[src/rtl/afe_sync_gen.sv]
// afe_sync_gen: align/sync pulse-train generator for the AFE synchronisation path.
// After start and afe_ready it issues one 2-cycle align pulse, waits ALIGN_GAP
// low cycles, then issues n_sync 2-cycle sync pulses spaced prd cycles apart
// (n_sync = 0 runs until abort or loss of afe_ready). ALIGN_GAP must be >= 2.
`timescale 1ns/1ps
module afe_sync_gen #(
  parameter int PRD_W     = 32,
  parameter int CNT_W     = 16,
  parameter int ALIGN_GAP = 16
) (
  input  logic             i_clk,
  input  logic             i_rst,
  input  logic             i_start,
  input  logic             i_abort,
  input  logic             i_afe_ready,
  input  logic [PRD_W-1:0] i_prd,
  input  logic [CNT_W-1:0] i_n_sync,
  output logic             o_align_x2,
  output logic             o_sync_x2,
  output logic             o_busy,
  output logic             o_done,
  output logic             o_err,
  output logic [CNT_W-1:0] o_sync_cnt
);

  typedef enum logic [2:0] {
    S_IDLE,
    S_WAIT_RDY,
    S_ALIGN,
    S_GAP,
    S_SYNC,
    S_DONE
  } state_t;

  localparam logic [PRD_W-1:0] GAP_LAST = PRD_W'(ALIGN_GAP - 1);
  localparam logic [PRD_W-1:0] PRD_MIN  = PRD_W'(4);

  state_t           r_state;
  logic [PRD_W-1:0] r_prd;
  logic [CNT_W-1:0] r_n_sync;
  logic [PRD_W-1:0] r_cnt;       // shared align / gap / period cycle counter
  logic             r_align;
  logic             r_sync;
  logic             r_done;
  logic             r_err;
  logic [CNT_W-1:0] r_sync_cnt;

  state_t           w_state_nxt;
  logic [PRD_W-1:0] w_cnt_nxt;
  logic             w_align_nxt;
  logic             w_sync_nxt;
  logic             w_done_nxt;
  logic             w_err_nxt;
  logic [CNT_W-1:0] w_sync_cnt_nxt;
  logic             w_latch;
  logic             w_busy;
  logic             w_armed;     // states in which afe_ready must stay high
  logic             w_last_pulse;
  logic [PRD_W-1:0] w_prd_clamped;

  assign w_busy        = (r_state == S_WAIT_RDY) || (r_state == S_ALIGN) ||
                         (r_state == S_GAP)      || (r_state == S_SYNC);
  assign w_armed       = (r_state == S_ALIGN) || (r_state == S_GAP) ||
                         (r_state == S_SYNC);
  // A period below 4 would leave fewer than 2 low cycles between pulses.
  assign w_prd_clamped = (i_prd < PRD_MIN) ? PRD_MIN : i_prd;
  assign w_last_pulse  = (r_n_sync != '0) && (r_sync_cnt == r_n_sync);

  // Next-state and next-output logic; pulse outputs default low every cycle.
  always_comb begin
    // NOTE: every variable gets a default first so no path can infer a latch.
    w_state_nxt    = r_state;
    w_cnt_nxt      = r_cnt;
    w_align_nxt    = 1'b0;
    w_sync_nxt     = 1'b0;
    w_done_nxt     = r_done;
    w_err_nxt      = r_err;
    w_sync_cnt_nxt = r_sync_cnt;
    w_latch        = 1'b0;

    if (w_busy && i_abort) begin
      w_state_nxt = S_IDLE;
    end else if (w_armed && !i_afe_ready) begin
      w_state_nxt = S_IDLE;
      w_err_nxt   = 1'b1;
    end else begin
      unique case (r_state)
        S_IDLE, S_DONE: begin
          // start together with abort is dropped
          if (i_start && !i_abort) begin
            w_state_nxt    = S_WAIT_RDY;
            w_latch        = 1'b1;
            w_done_nxt     = 1'b0;
            w_err_nxt      = 1'b0;
            w_sync_cnt_nxt = '0;
            w_cnt_nxt      = '0;
          end
        end
        S_WAIT_RDY: begin
          if (i_afe_ready) begin
            w_state_nxt = S_ALIGN;
            w_align_nxt = 1'b1;
            w_cnt_nxt   = '0;
          end
        end
        S_ALIGN: begin
          if (r_cnt == '0) begin
            w_align_nxt = 1'b1;
            w_cnt_nxt   = PRD_W'(1);
          end else begin
            w_state_nxt = S_GAP;
            w_cnt_nxt   = '0;
          end
        end
        S_GAP: begin
          if (r_cnt == GAP_LAST) begin
            w_state_nxt    = S_SYNC;
            w_sync_nxt     = 1'b1;
            w_cnt_nxt      = '0;
            w_sync_cnt_nxt = r_sync_cnt + 1'b1;
          end else begin
            w_cnt_nxt = r_cnt + 1'b1;
          end
        end
        S_SYNC: begin
          if ((r_cnt == PRD_W'(1)) && w_last_pulse) begin
            w_state_nxt = S_DONE;
            w_done_nxt  = 1'b1;
          end else if (r_cnt == r_prd - 1'b1) begin
            w_sync_nxt     = 1'b1;
            w_cnt_nxt      = '0;
            w_sync_cnt_nxt = r_sync_cnt + 1'b1;
          end else begin
            w_sync_nxt = (r_cnt == '0);
            w_cnt_nxt  = r_cnt + 1'b1;
          end
        end
        default: w_state_nxt = S_IDLE;
      endcase
    end
  end

  // State, counters, latched configuration and registered outputs.
  always_ff @(posedge i_clk or posedge i_rst) begin
    if (i_rst) begin
      r_state    <= S_IDLE;
      r_prd      <= '0;
      r_n_sync   <= '0;
      r_cnt      <= '0;
      r_align    <= 1'b0;
      r_sync     <= 1'b0;
      r_done     <= 1'b0;
      r_err      <= 1'b0;
      r_sync_cnt <= '0;
    end else begin
      // NOTE: non-blocking assignments so every register updates from pre-edge values.
      r_state    <= w_state_nxt;
      r_cnt      <= w_cnt_nxt;
      r_align    <= w_align_nxt;
      r_sync     <= w_sync_nxt;
      r_done     <= w_done_nxt;
      r_err      <= w_err_nxt;
      r_sync_cnt <= w_sync_cnt_nxt;
      if (w_latch) begin
        r_prd    <= w_prd_clamped;
        r_n_sync <= i_n_sync;
      end
    end
  end

  assign o_align_x2 = r_align;
  assign o_sync_x2  = r_sync;
  assign o_busy     = w_busy;
  assign o_done     = r_done;
  assign o_err      = r_err;
  assign o_sync_cnt = r_sync_cnt;

endmodule
[config.mk]
export PLATFORM = sky130hd
export DESIGN_NAME = afe_sync_gen
export DESIGN_NICKNAME = d
export VERILOG_FILES = /design/src/rtl/afe_sync_gen.sv
export SDC_FILE = /design/constraint.sdc
export NUM_CORES = 1
export LEC_CHECK = 0
export CAP_MARGIN = 20
export CELL_PAD_IN_SITES_DETAIL_PLACEMENT = 0
export CELL_PAD_IN_SITES_GLOBAL_PLACEMENT = 1
export CORE_MARGIN = 2
export CORE_UTILIZATION = 45
export CTS_CLUSTER_DIAMETER = 60
export CTS_CLUSTER_SIZE = 25
export DETAILED_ROUTE_END_ITERATION = 8
export HOLD_SLACK_MARGIN = 0.05
export PLACE_DENSITY_LB_ADDON = 0.1
export SLEW_MARGIN = 20
export SYNTH_ARGS = -nofsm -noshare
export SYNTH_HDL_FRONTEND = slang
export SYNTH_SLANG_ARGS = --single-unit
[constraint.sdc]
create_clock -name i_clk -period 6.5 [get_ports i_clk]
set_input_delay 0.65 -clock i_clk [delete_from_list [all_inputs] [get_ports i_clk]]
set_output_delay 0.65 -clock i_clk [all_outputs]
set_load 0.05 [all_outputs]
==> impl_metrics.env <==
export IMPL_worstSetupEndpointType="register"
export IMPL_synth_most_common_cell="dfrtp_1"
export IMPL_fin_cells=982
export IMPL_final_core_util=0.540
export IMPL_crit_chain="inv_1 > ha_1 > nor3b_1 > nand4_1 > nor3b_1 > xnor2_1 > o211ai_1 > or4_1 > or2_4 > a21oi_2 > o211ai_1"
export IMPL_syn_to_final_growth_pct=17.0
export IMPL_dp_hpwl_mm=14.0
export IMPL_core_um2=14600
export IMPL_ir_drop_mv=0.213
export IMPL_place_congestion=0.912
export IMPL_reg2reg_slack_ps=2070
export IMPL_cts_resized=0
export IMPL_synth_avg_cell_area_um2=9.04
export IMPL_worstMarginPinSlew_ps=950
export IMPL_cap_viol_max_count=0
export IMPL_critPathMaxStageDelay_ps=740
export IMPL_synth_edf_count=0
export IMPL_grt_pass1_vias=6099
export IMPL_setup_tns_ps=0
export IMPL_synthDistinctLibCells=69
export IMPL_cp_num_buf_inv=1
export IMPL_cts_root_buffer="clkbuf_16"
export IMPL_die_area_um2=16000
export IMPL_drive_gt1_frac=0.119
export IMPL_gr_total_overflow=0
export IMPL_fin_worst_skew_ps=7.58
export IMPL_outcome="finished clean"
export IMPL_syn_area_um2=6740
export IMPL_synth_top_cell_area_share=0.383
export IMPL_yosysWarnings=0
export IMPL_rows=44
export IMPL_power_density_nw_per_um2=343
export IMPL_hp_class="register to register"
export IMPL_die_y_um=126
export IMPL_critPathKind="register to register"
export IMPL_synth_common_cells="dfrtp_1, nand2_1, mux2_2"
export IMPL_switching_share=0.404
export IMPL_finalHoldViolations=0
export IMPL_ant_nets=0
export IMPL_clockPowerShare=0.210
export IMPL_clockBufferDepth=2
export IMPL_initial_core_util=0.462
export IMPL_grt_setup_unrepaired="false"
export IMPL_cp_endpoint="r_cnt[10]"
export IMPL_finalSetupViolations=0
export IMPL_path_delay_family="simple AND/OR/NAND/NOR gates"
export IMPL_power_leakage_nw=3.05
export IMPL_worstPathMaxFanout=20
export IMPL_clk_latency_ps=360
export IMPL_routed_via_count=5973
export IMPL_pwr_share_comb=0.392
export IMPL_ios=74
export IMPL_cts_max_level=3
export IMPL_crit_arrival_ps=4630
export IMPL_clkTransAtPathRegs_ps=70
export IMPL_slew_limit_headroom=0.367
export IMPL_track_usage=0.249
export IMPL_io_buffers=73
export IMPL_timing_rr_end="r_cnt[10]"
export IMPL_antenna_found_initial=0
export IMPL_slew_viol_final=0
export IMPL_critPathSlowestCell="a21oi_2"
export IMPL_grt_max_degree=56
export IMPL_ys_seq_area_frac=0.383
export IMPL_synthesis_instances=745
export IMPL_cts_buffers=9
export IMPL_drt_wl_total_mm=19.1
export IMPL_worstPathRequired_ps=6700
export IMPL_fin_crit_sh=0.682
export IMPL_route_detailed_drc=0
export IMPL_synth_seq_cells=103
export IMPL_async_flop_share=1.00
export IMPL_startpoint="r_prd[0]"
export IMPL_synthesis_nets=803
export IMPL_r2r_start="r_prd[0]"
export IMPL_synthFlopType="dfrtp_1"
export IMPL_switchingPower_mw=1.09
export IMPL_power_frac_seq=0.398
export IMPL_fmax_ghz=0.225
export IMPL_nFillCells=1310
export IMPL_drt_iter0_drc=473
export IMPL_clock_sinks=103
export IMPL_antennaDiodeCount=0
export IMPL_cts_tree="built"
export IMPL_cts_setup_buffers=0
export IMPL_grt_pass1_wl_mm=31.8
export IMPL_wl_per_cell_um=19.5
export IMPL_fp_dieW_um=126
export IMPL_yosysTopAreaCell="dfrtp_1"
export IMPL_ys_top_cells_by_area="dfrtp_1, mux2_2, xnor2_1"
export IMPL_cts_hold_buf=0
export IMPL_p_int_mw=1.61
export IMPL_r2r_cells=11
export IMPL_cp_depth=11
export IMPL_power_mw=2.70
export IMPL_drt_first_pass_iters=5
export IMPL_fin_nets=851
export IMPL_fin_crit_ps=4430
export IMPL_vias_per_cell=6.08
export IMPL_cp_start_kind="register"
export IMPL_placedCellCount=966
-- area by class of cell --
class / instances / area, um2 / share of cell area
multi-input combinational: 583 / 3930 / 0.499
sequential: 103 / 2580 / 0.327
timing repair buffer: 76 / 753 / 0.0956
clock buffer: 10 / 239 / 0.0303
tap: 184 / 230 / 0.0292
inverter: 20 / 77.6 / 0.00984
clock inverter: 6 / 70.1 / 0.00889
-- kinds of logic (layout without fill, tap and decap cells) --
family | count (synthesis) | after routing | synth area share
adders and majority gates | 5 | 5 | 0.00929
muxes | 49 | 49 | 0.0812
AOI/OAI and AO/OA | 136 | 136 | 0.137
and+or+nand+nor | 320 | 320 | 0.260
DFF | 103 | 103 | 0.383
xor gates and xnor gates | 73 | 73 | 0.0949
buffers and inverters | 59 | 112 | 0.0358
-- layout by cell type, fill, tap and decap left out, drive strengths merged, types with 4 or more instances in the layout --
cell and n:
clkbuf 10, nand4 25, o211ai 14, xor2 35, o31ai 10, ha 5
nand3b 4, a21oi 34, nand3 35, clkdlybuf4s50 73, xnor2 38, nor2 37
nand2b 5, nor3 32, or3 10, o22ai 4, nor2b 4, nor3b 5
a211oi 4, inv 20, o21a 6, o21ai 24, or4 10, or2 15
o2bb2ai 5, nand2 74, and2 5, a31oi 6, dfrtp 103, and3 15
mux2 45, mux2i 4, nor4 35
-- metal layers --
layer,vias up,GRT usage,part of all wire
met2,164,0.416,0.49
met5,-,0,0
li1,2848,-,-
met3,34,0.0477,0.044
met4,0,0.0892,0.026
met1,2927,0.323,0.44
-- worst min-delay path by stage --
| stage | startpoint | endpoint | slack [ps] | cells past startpoint |
|---|---|---|---|---|
| after global routing | o_err | o_err | 550 | 1 |
| final | o_err | o_err | 510 | 1 |
| after detailed placement | o_err | o_err | 500 | 1 |
| after CTS | o_err | o_err | 520 | 1 |
| after floorplan | r_prd[1] | r_prd[1] | 500 | 2 |
| after global placement | o_err | o_err | 490 | 1 |
-- power groups by stage --
stage / Combinational (mW) / Sequential [mW] / Clock [mW]
after floorplan: 0.812 / 1.02 / 0
after global routing: 1.17 / 1.11 / 0.601
after detailed placement: 1.05 / 1.08 / 0
after global placement: 1.03 / 1.08 / 0
final: 1.06 / 1.07 / 0.568
after CTS: 1.06 / 1.07 / 0.580
-- flip-flops by register name (all words and copies together) (netlist names) --
signal / count
r_cnt: 32
r_prd: 32
o_sync_cnt: 16
r_n_sync: 16
r_state: 3
o_align_x2: 1
o_done: 1
o_err: 1
o_sync_x2: 1
-- stage by stage --
step | instance area (um2) | setup WS [ps] | hold WS, ps
after floorplan | 6740 | 2970 | 496
after CTS | 7880 | 2080 | 516
after global routing | 7880 | 1750 | 553
final | 7880 | 2070 | 509
after detailed placement | 7570 | 2110 | 501
after global placement | 7570 | 2240 | 486
Note: power is estimated with default switching activity, not from simulation.
